File: src/rtl/stage_mem.sv
// MEM stage: data-cache access FSM and MEM/WB register.
// Define LLSC_EN to add the load-linked / store-conditional link register.
module stage_mem (
  input  logic        CLK,
  input  logic        nRST,
  input  logic        ex_valid,
  input  logic [31:0] ex_aluOut,
  input  logic [31:0] ex_storeData,
  input  logic [31:0] ex_npc,
  input  logic        ex_memRead,
  input  logic        ex_memWrite,
  input  logic        ex_memtoReg,
  input  logic        ex_regWrite,
  input  logic        ex_jal,
  input  logic [4:0]  ex_regSel,
  input  logic        ex_ll,
  input  logic        ex_sc,
  input  logic        flush,
  input  logic        dhit,
  input  logic [31:0] dmemload,
  output logic        dREN,
  output logic        dWEN,
  output logic [31:0] daddr,
  output logic [31:0] dstore,
  output logic        mem_stall,
  output logic        wb_valid,
  output logic        wb_memtoReg,
  output logic        wb_regWrite,
  output logic        wb_jal,
  output logic [4:0]  wb_regSel,
  output logic [31:0] wb_aluOut,
  output logic [31:0] wb_dmemload,
  output logic [31:0] wb_npc
);

  typedef enum logic {IDLE, BUSY} state_t;

  state_t state, state_nx;

  logic        sc_req, sc_pass, ll_req;
  logic        is_rd, is_wr, accept, go_mem, done;

  logic [31:0] req_addr, req_data, req_npc;
  logic        req_rd, req_wr, req_memtoReg;
  logic        req_regWrite, req_jal, req_ll, req_sc;
  logic [4:0]  req_regSel;

`ifdef LLSC_EN
  logic        link_v;
  logic [31:0] link_a;

  assign sc_req  = ex_sc;
  assign ll_req  = ex_ll;
  assign sc_pass = link_v && (link_a == ex_aluOut);

  always_ff @(posedge CLK) begin
    if (!nRST) begin
      link_v <= 1'b0;
      link_a <= '0;
    end else if (done) begin
      if (req_ll) begin
        link_v <= 1'b1;
        link_a <= req_addr;
      end else if (req_wr && link_a == req_addr) begin
        link_v <= 1'b0;
      end
    end
  end
`else
  logic unused_llsc;

  assign unused_llsc = ex_ll ^ ex_sc;
  assign sc_req  = 1'b0;
  assign ll_req  = 1'b0;
  assign sc_pass = 1'b0;
`endif

  // A failed sc skips memory and retires like an ALU op.
  assign is_wr  = sc_req ? sc_pass : ex_memWrite;
  assign is_rd  = !sc_req && (ex_memRead || ll_req);
  assign accept = (state == IDLE) && ex_valid && !flush;
  assign go_mem = accept && (is_rd || is_wr);
  assign done   = (state == BUSY) && dhit;

  always_ff @(posedge CLK) begin
    if (!nRST) state <= IDLE;
    else       state <= state_nx;
  end

  always_comb begin
    state_nx = state;
    unique case (state)
      IDLE: if (go_mem) state_nx = BUSY;
      BUSY: if (dhit)   state_nx = IDLE;
      default:          state_nx = IDLE;
    endcase
  end

  always_comb begin
    dREN      = 1'b0;
    dWEN      = 1'b0;
    daddr     = '0;
    dstore    = '0;
    mem_stall = 1'b0;
    if (state == BUSY) begin
      dREN      = req_rd;
      dWEN      = req_wr;
      daddr     = req_addr;
      dstore    = req_data;
      mem_stall = 1'b1;
    end
  end

  always_ff @(posedge CLK) begin
    if (!nRST) begin
      req_addr     <= '0;
      req_data     <= '0;
      req_npc      <= '0;
      req_rd       <= 1'b0;
      req_wr       <= 1'b0;
      req_memtoReg <= 1'b0;
      req_regWrite <= 1'b0;
      req_jal      <= 1'b0;
      req_ll       <= 1'b0;
      req_sc       <= 1'b0;
      req_regSel   <= '0;
    end else if (go_mem) begin
      req_addr     <= ex_aluOut;
      req_data     <= ex_storeData;
      req_npc      <= ex_npc;
      req_rd       <= is_rd && !is_wr;
      req_wr       <= is_wr;
      req_memtoReg <= ex_memtoReg && !sc_req;
      req_regWrite <= ex_regWrite;
      req_jal      <= ex_jal;
      req_ll       <= ll_req && !is_wr;
      req_sc       <= sc_req;
      req_regSel   <= ex_regSel;
    end
  end

  always_ff @(posedge CLK) begin
    if (!nRST) begin
      wb_valid    <= 1'b0;
      wb_memtoReg <= 1'b0;
      wb_regWrite <= 1'b0;
      wb_jal      <= 1'b0;
      wb_regSel   <= '0;
      wb_aluOut   <= '0;
      wb_dmemload <= '0;
      wb_npc      <= '0;
    end else begin
      wb_valid <= 1'b0;
      if (done) begin
        wb_valid    <= 1'b1;
        wb_memtoReg <= req_memtoReg;
        wb_regWrite <= req_regWrite;
        wb_jal      <= req_jal;
        wb_regSel   <= req_regSel;
        wb_aluOut   <= req_sc ? 32'd1 : req_addr;
        wb_dmemload <= req_rd ? dmemload : '0;
        wb_npc      <= req_npc;
      end else if (accept && !go_mem) begin
        wb_valid    <= 1'b1;
        wb_memtoReg <= ex_memtoReg && !sc_req;
        wb_regWrite <= ex_regWrite;
        wb_jal      <= ex_jal;
        wb_regSel   <= ex_regSel;
        wb_aluOut   <= sc_req ? '0 : ex_aluOut;
        wb_dmemload <= '0;
        wb_npc      <= ex_npc;
      end
    end
  end

endmodule

File: config.mk
export PLATFORM = sky130hd
export DESIGN_NAME = stage_mem
export DESIGN_NICKNAME = d
export VERILOG_FILES = /design/src/rtl/stage_mem.sv
export SDC_FILE = /design/constraint.sdc
export NUM_CORES = 1
export LEC_CHECK = 0
export ABC_AREA = 1
export ABC_CLOCK_PERIOD_IN_PS = 2800
export CORE_MARGIN = 3
export CORE_UTILIZATION = 50
export CTS_CLUSTER_DIAMETER = 60
export DETAILED_ROUTE_END_ITERATION = 8
export HOLD_SLACK_MARGIN = 0.08
export PLACE_DENSITY = 0.85
export SLEW_MARGIN = 20
export SYNTH_ARGS = -nofsm -noshare
export SYNTH_HDL_FRONTEND = slang
export SYNTH_SLANG_ARGS = --single-unit
File: constraint.sdc
create_clock -name CLK -period 2.8 [get_ports CLK]
set_clock_uncertainty 0.05 [all_clocks]
set_input_delay 0.84 -clock CLK [delete_from_list [all_inputs] [get_ports CLK]]
set_output_delay 0.84 -clock CLK [all_outputs]
set_load 0.01 [all_outputs]
# ---- Word-level counts from Yosys, hierarchy flattened
# Index checks and enable logic that the tools add are counted.
dict set report word_totals {
  register_bits 212
  in_bits 145
  out_inout_bits 172
  elab_cells 55
}
dict set report op_classes {
  mux 25
  bitwise_logic 1
  reduce_logical 11
}
# op n
set ops {}
lappend ops {{$mux W32} 9}
lappend ops {{$mux W1} 13}
lappend ops {{$mux W5} 2}
lappend ops {{$logic_and A1 B1 Y1} 6}
lappend ops {{$logic_not A1 Y1} 3}
lappend ops {{$pmux W1 S2} 1}
lappend ops {{$reduce_bool A2 Y1} 1}
lappend ops {{$logic_or A1 B1 Y1} 1}
lappend ops {{$not A1 Y1} 1}

# ---- Longest topological paths before layout
dict set report logic_depth {
  ltp_word 8
  depth_mapped 9
  mapped_depth_nobuf 7
}

# ---- Least setup slack after synthesis
# No wires, ideal clock.
dict set report synth_path {
  path_type {register to output}
  start {register state}
  end {output port daddr[22]}
  t_arrival_ns 1.158
  required_ns 1.910
  setup_slack_ns 0.752
  stages_incl_launch_ff 7
  n_path_buf 4
  cell_sequence {dfxtp_1 -> buf_4 -> buf_4 -> buf_2 -> buf_2 -> nand2_1 -> inv_1}
}
dict set report synth_between {
  elab_chain_cells 1
}
# item line
set synth_lines {}
lappend synth_lines {{start, declared} 38} ;# state_t state, state_nx;
lappend synth_lines {{start signal, assigned} 87} ;# else state <= state_nx;
lappend synth_lines {{$mux W32} 105} ;# if (state == BUSY) begin
lappend synth_lines {{end, declared} 23} ;# output logic [31:0] daddr,
# Every way passes these cells.

# ---- Worst setup path after layout
dict set report layout_path {
  start {register state}
  end {output port dstore[31]}
}
dict set report layout_between {
  elab_chain_cells 1
}
# item line
set layout_lines {}
lappend layout_lines {{$mux W32} 105}
lappend layout_lines {{end, declared} 24} ;# output logic [31:0] dstore,
# Every way passes these cells.

==> impl_metrics.json <==
{
  "maxClockFrequency_mhz": 362,
  "drt-total-wl_um": 28900,
  "row_count": 51,
  "met3RoutedLength_um": 1990,
  "fp.dieArea_um2": 22300,
  "place_hpwl_um": 18900,
  "finalCoreUtilization_pct": 72.7,
  "worst_r2r_startpoint": "state",
  "post_layout_nonfiller_instances": 2210,
  "slew_violations": 0,
  "overall_die_height_um": 149,
  "worst_slew_margin_rel_pct": 64.6,
  "syn_nets": 1822,
  "critical_path_type": "register to output pin",
  "timing.max_cap.violations": 0,
  "area_of_the_multi_input_gates_um2": 4540,
  "die-width_um": 149,
  "most-common-layout-cells": "sky130_fd_sc_hd__nand2_1 (528), sky130_fd_sc_hd__clkdlybuf4s50_1 (310), sky130_fd_sc_hd__nor2_1 (281)",
  "rsz0062_at_grt": "yes",
  "coreArea_um2": 19800,
  "initial_utilization_pct": 51.7,
  "numCtsBuffers": 23,
  "grt_pass1_vias": 9678,
  "boundaryPins": 317,
  "layout.nets": 2077,
  "cts_root_buffer": "sky130_fd_sc_hd__clkbuf_16",
  "hold-worst-slack_ns": 0.425,
  "highest_layer": "met4",
  "number_of_antenna_violations_at_the_first_check_in_global_routing": 2,
  "final_layout_setup_total_negative_slack_ns": 0,
  "fillCellCount": 1586,
  "max-clock-path-buffers": 3,
  "wl_met2_um": 14000,
  "post_cts_hold_buffer_count": 0,
  "drc": 0,
  "post-route-period-util_pct": 98.6,
  "post_synthesis_mux_area_share_pct": 0,
  "globalRoute.totalOverflow": 0,
  "finalHoldViolations": 0,
  "finalWeightedCongestion": 0.811,
  "timing.critical_path.max_delay_family": "buffers and inverters",
  "endpoint_kind": "output pin",
  "critPathLaunchType": "register",
  "critical_path.cell_chain": "buf_6 > nand2_1 > inv_1 > clkdlybuf4s50_1",
  "drt_pre_antenna_iters": 5,
  "postSynthRegisterBits": 212,
  "synth-seq-area-share_pct": 41.3,
  "share_of_layout_cells_above_drive_strength_1_pct": 3.91,
  "report.power.total_w": 0.00741,
  "vias_per_cell": 4.84,
  "count_of_nets_left_with_antenna_violations_after_detail_routing": 0,
  "compound_cell_area_share_of_the_yosys_netlist_pct": 5.26,
  "wl_per_cell_um": 13.1,
  "run_status": "finished clean",
  "netlist_area_um2": 10300,
  "critical_path_buf_inv_count": 3,
  "timing.reg2reg.setup_slack_ns": 0.79,
  "worst_ir_drop_vdd_v": 0.000419,
  "critical_path_required_ns": 1.91,
  "power_leakage_nw": 7.23,
  "worst_slew_pin_slew_ns": 0.531,
  "combinational_family_with_the_most_area_after_synthesis": "simple AND/OR/NAND/NOR gates",
  "synthSimpleGateAreaFrac_pct": 38.7,
  "pin_count_of_the_biggest_net_entering_global_routing": 79,
  "ys.warnings.count": 0,
  "post_cts_clock_slew_at_the_launch_and_capture_registers_of_the_worst_setup_and_hold_paths_ns": 0.06,
  "synth.distinct_cells": 18,
  "area.growth.synth_to_final_pct": 40.4,
  "syn_avg_cell_area_um2": 6.12,
  "post_route_m1_wl_um": 11600,
  "via_count": 10700,
  "xor_and_xnor_fraction_of_the_mapped_netlist_area_pct": 0,
  "worstPathMaxFanout": 14,
  "syn-instance-count": 1677,
  "final-seq-area_um2": 4250,
  "layout_commonest_cell": "sky130_fd_sc_hd__nand2_1",
  "htreeDepth": 1,
  "worst_hold_path_type": "register to register",
  "clock_sinks": 212,
  "dp_cells": 2169,
  "critical_path_cell_with_the_highest_stage_delay": "sky130_fd_sc_hd__clkdlybuf4s50_1",
  "detailedRoute.firstIterationViolations": 484,
  "wire_length_of_the_first_global_routing_pass_um": 46400,
  "gr-usage-all-layers_pct": 24.8,
  "numPortBuffers": 314,
  "cts_tree": "yes",
  "synthAdderAreaFrac_pct": 0,
  "critPathLaunch": "state",
  "report.final.setup_viol": 0,
  "slowest_delay_ns": 0.54,
  "cp.arrival_ns": 1.87,
  "clk-insertion-delay-late_ns": 0.50,
  "holdCritStartpoint": "req_wr",
  "p_per_area_nw_per_um2": 514,
  "post-route-min-period_ns": 2.76
}
## final cells by class
class	instances	share of cell area, %
Antenna cell	2	0.0347
Multi-Input combinational cell	1100	31.4
Sequential cell	212	29.5
Inverter	247	6.43
Clock buffer	32	4.57
Clock inverter	4	0.486
Tap cell	265	2.30
Timing Repair Buffer	348	25.3
## flip-flops by register name (all words and copies together), names as in the netlist
name / cells
req_rd: 1
wb_regWrite: 1
wb_npc: 32
req_jal: 1
req_wr: 1
wb_memtoReg: 1
req_memtoReg: 1
req_addr: 32
state: 1
wb_valid: 1
wb_jal: 1
req_regSel: 5
req_npc: 32
req_regWrite: 1
wb_aluOut: 32
wb_regSel: 5
req_data: 32
wb_dmemload: 32
## timing repair
item	CTS	global route
resized for setup	1	5
pin swaps	0	0
endpoints found under the setup margin	63	56
buffers inserted	2	1
## power breakdown
group / total (W) / switching [W] / leakage, nW / internal (W)
clock network: 0.00299 / 0.00118 / 0.360 / 0.00180
registers: 0.00328 / 0.0000979 / 1.73 / 0.00319
logic: 0.00114 / 0.000571 / 5.14 / 0.000565
## per-stage QoR
step                instance area [um^2]  worst slack, ns
floorplan                          10300            0.752
global placement                   13600            0.245
detailed placement                 13600            0.195
CTS                                14400          -0.0373
global route                       14400          -0.0435
finish                             14400           0.0389
## cells in the mapped netlist
library cell | number | area [um^2]
sky130_fd_sc_hd__a21oi_1 | 108 | 541
sky130_fd_sc_hd__nor2_1 | 281 | 1050
sky130_fd_sc_hd__nor2_2 | 2 | 12.5
sky130_fd_sc_hd__nand3_2 | 1 | 10.0
sky130_fd_sc_hd__buf_1 | 16 | 60.1
sky130_fd_sc_hd__nand2_1 | 528 | 1980
sky130_fd_sc_hd__clkbuf_1 | 24 | 90.1
sky130_fd_sc_hd__clkinv_1 | 1 | 3.75
sky130_fd_sc_hd__dfxtp_1 | 212 | 4240
sky130_fd_sc_hd__buf_6 | 1 | 11.3
sky130_fd_sc_hd__inv_1 | 245 | 920
sky130_fd_sc_hd__buf_2 | 62 | 310
sky130_fd_sc_hd__buf_4 | 15 | 113
sky130_fd_sc_hd__nand3_1 | 176 | 881
sky130_fd_sc_hd__nand2_2 | 1 | 6.26
sky130_fd_sc_hd__inv_2 | 1 | 3.75
sky130_fd_sc_hd__nor2_4 | 2 | 22.5
sky130_fd_sc_hd__nor3_1 | 1 | 5.00
## worst reg2reg max path, delay by kind of cell (launching register included)
family | cells | cell delay (ns)
and+or+nand+nor | 4 | 0.49
buffers and inverters | 3 | 0.73
AOI/OAI and AO/OA | 1 | 0.15
DFF | 1 | 0.47
## worst paths after layout
kind | endpoint | cells after the start
max | dstore[31] | 4
min | req_wr | 2
max reg2reg | wb_regSel[3] | 8
min reg2reg | req_wr | 2
## per-layer routing
layer / vias up / GRT usage, %
met5: - / 0
met4: 0 / 10.8
met3: 70 / 4.56
met2: 359 / 43.2
met1: 4752 / 29.9
li1: 5516 / -
## kinds of logic after synthesis
family                 count (synthesis)
AOI/OAI and AO/OA                    108
buffers and inverters                365
DFF                                  212
and+or+nand+nor                      992
Note: power is estimated with default switching activity, not from simulation.
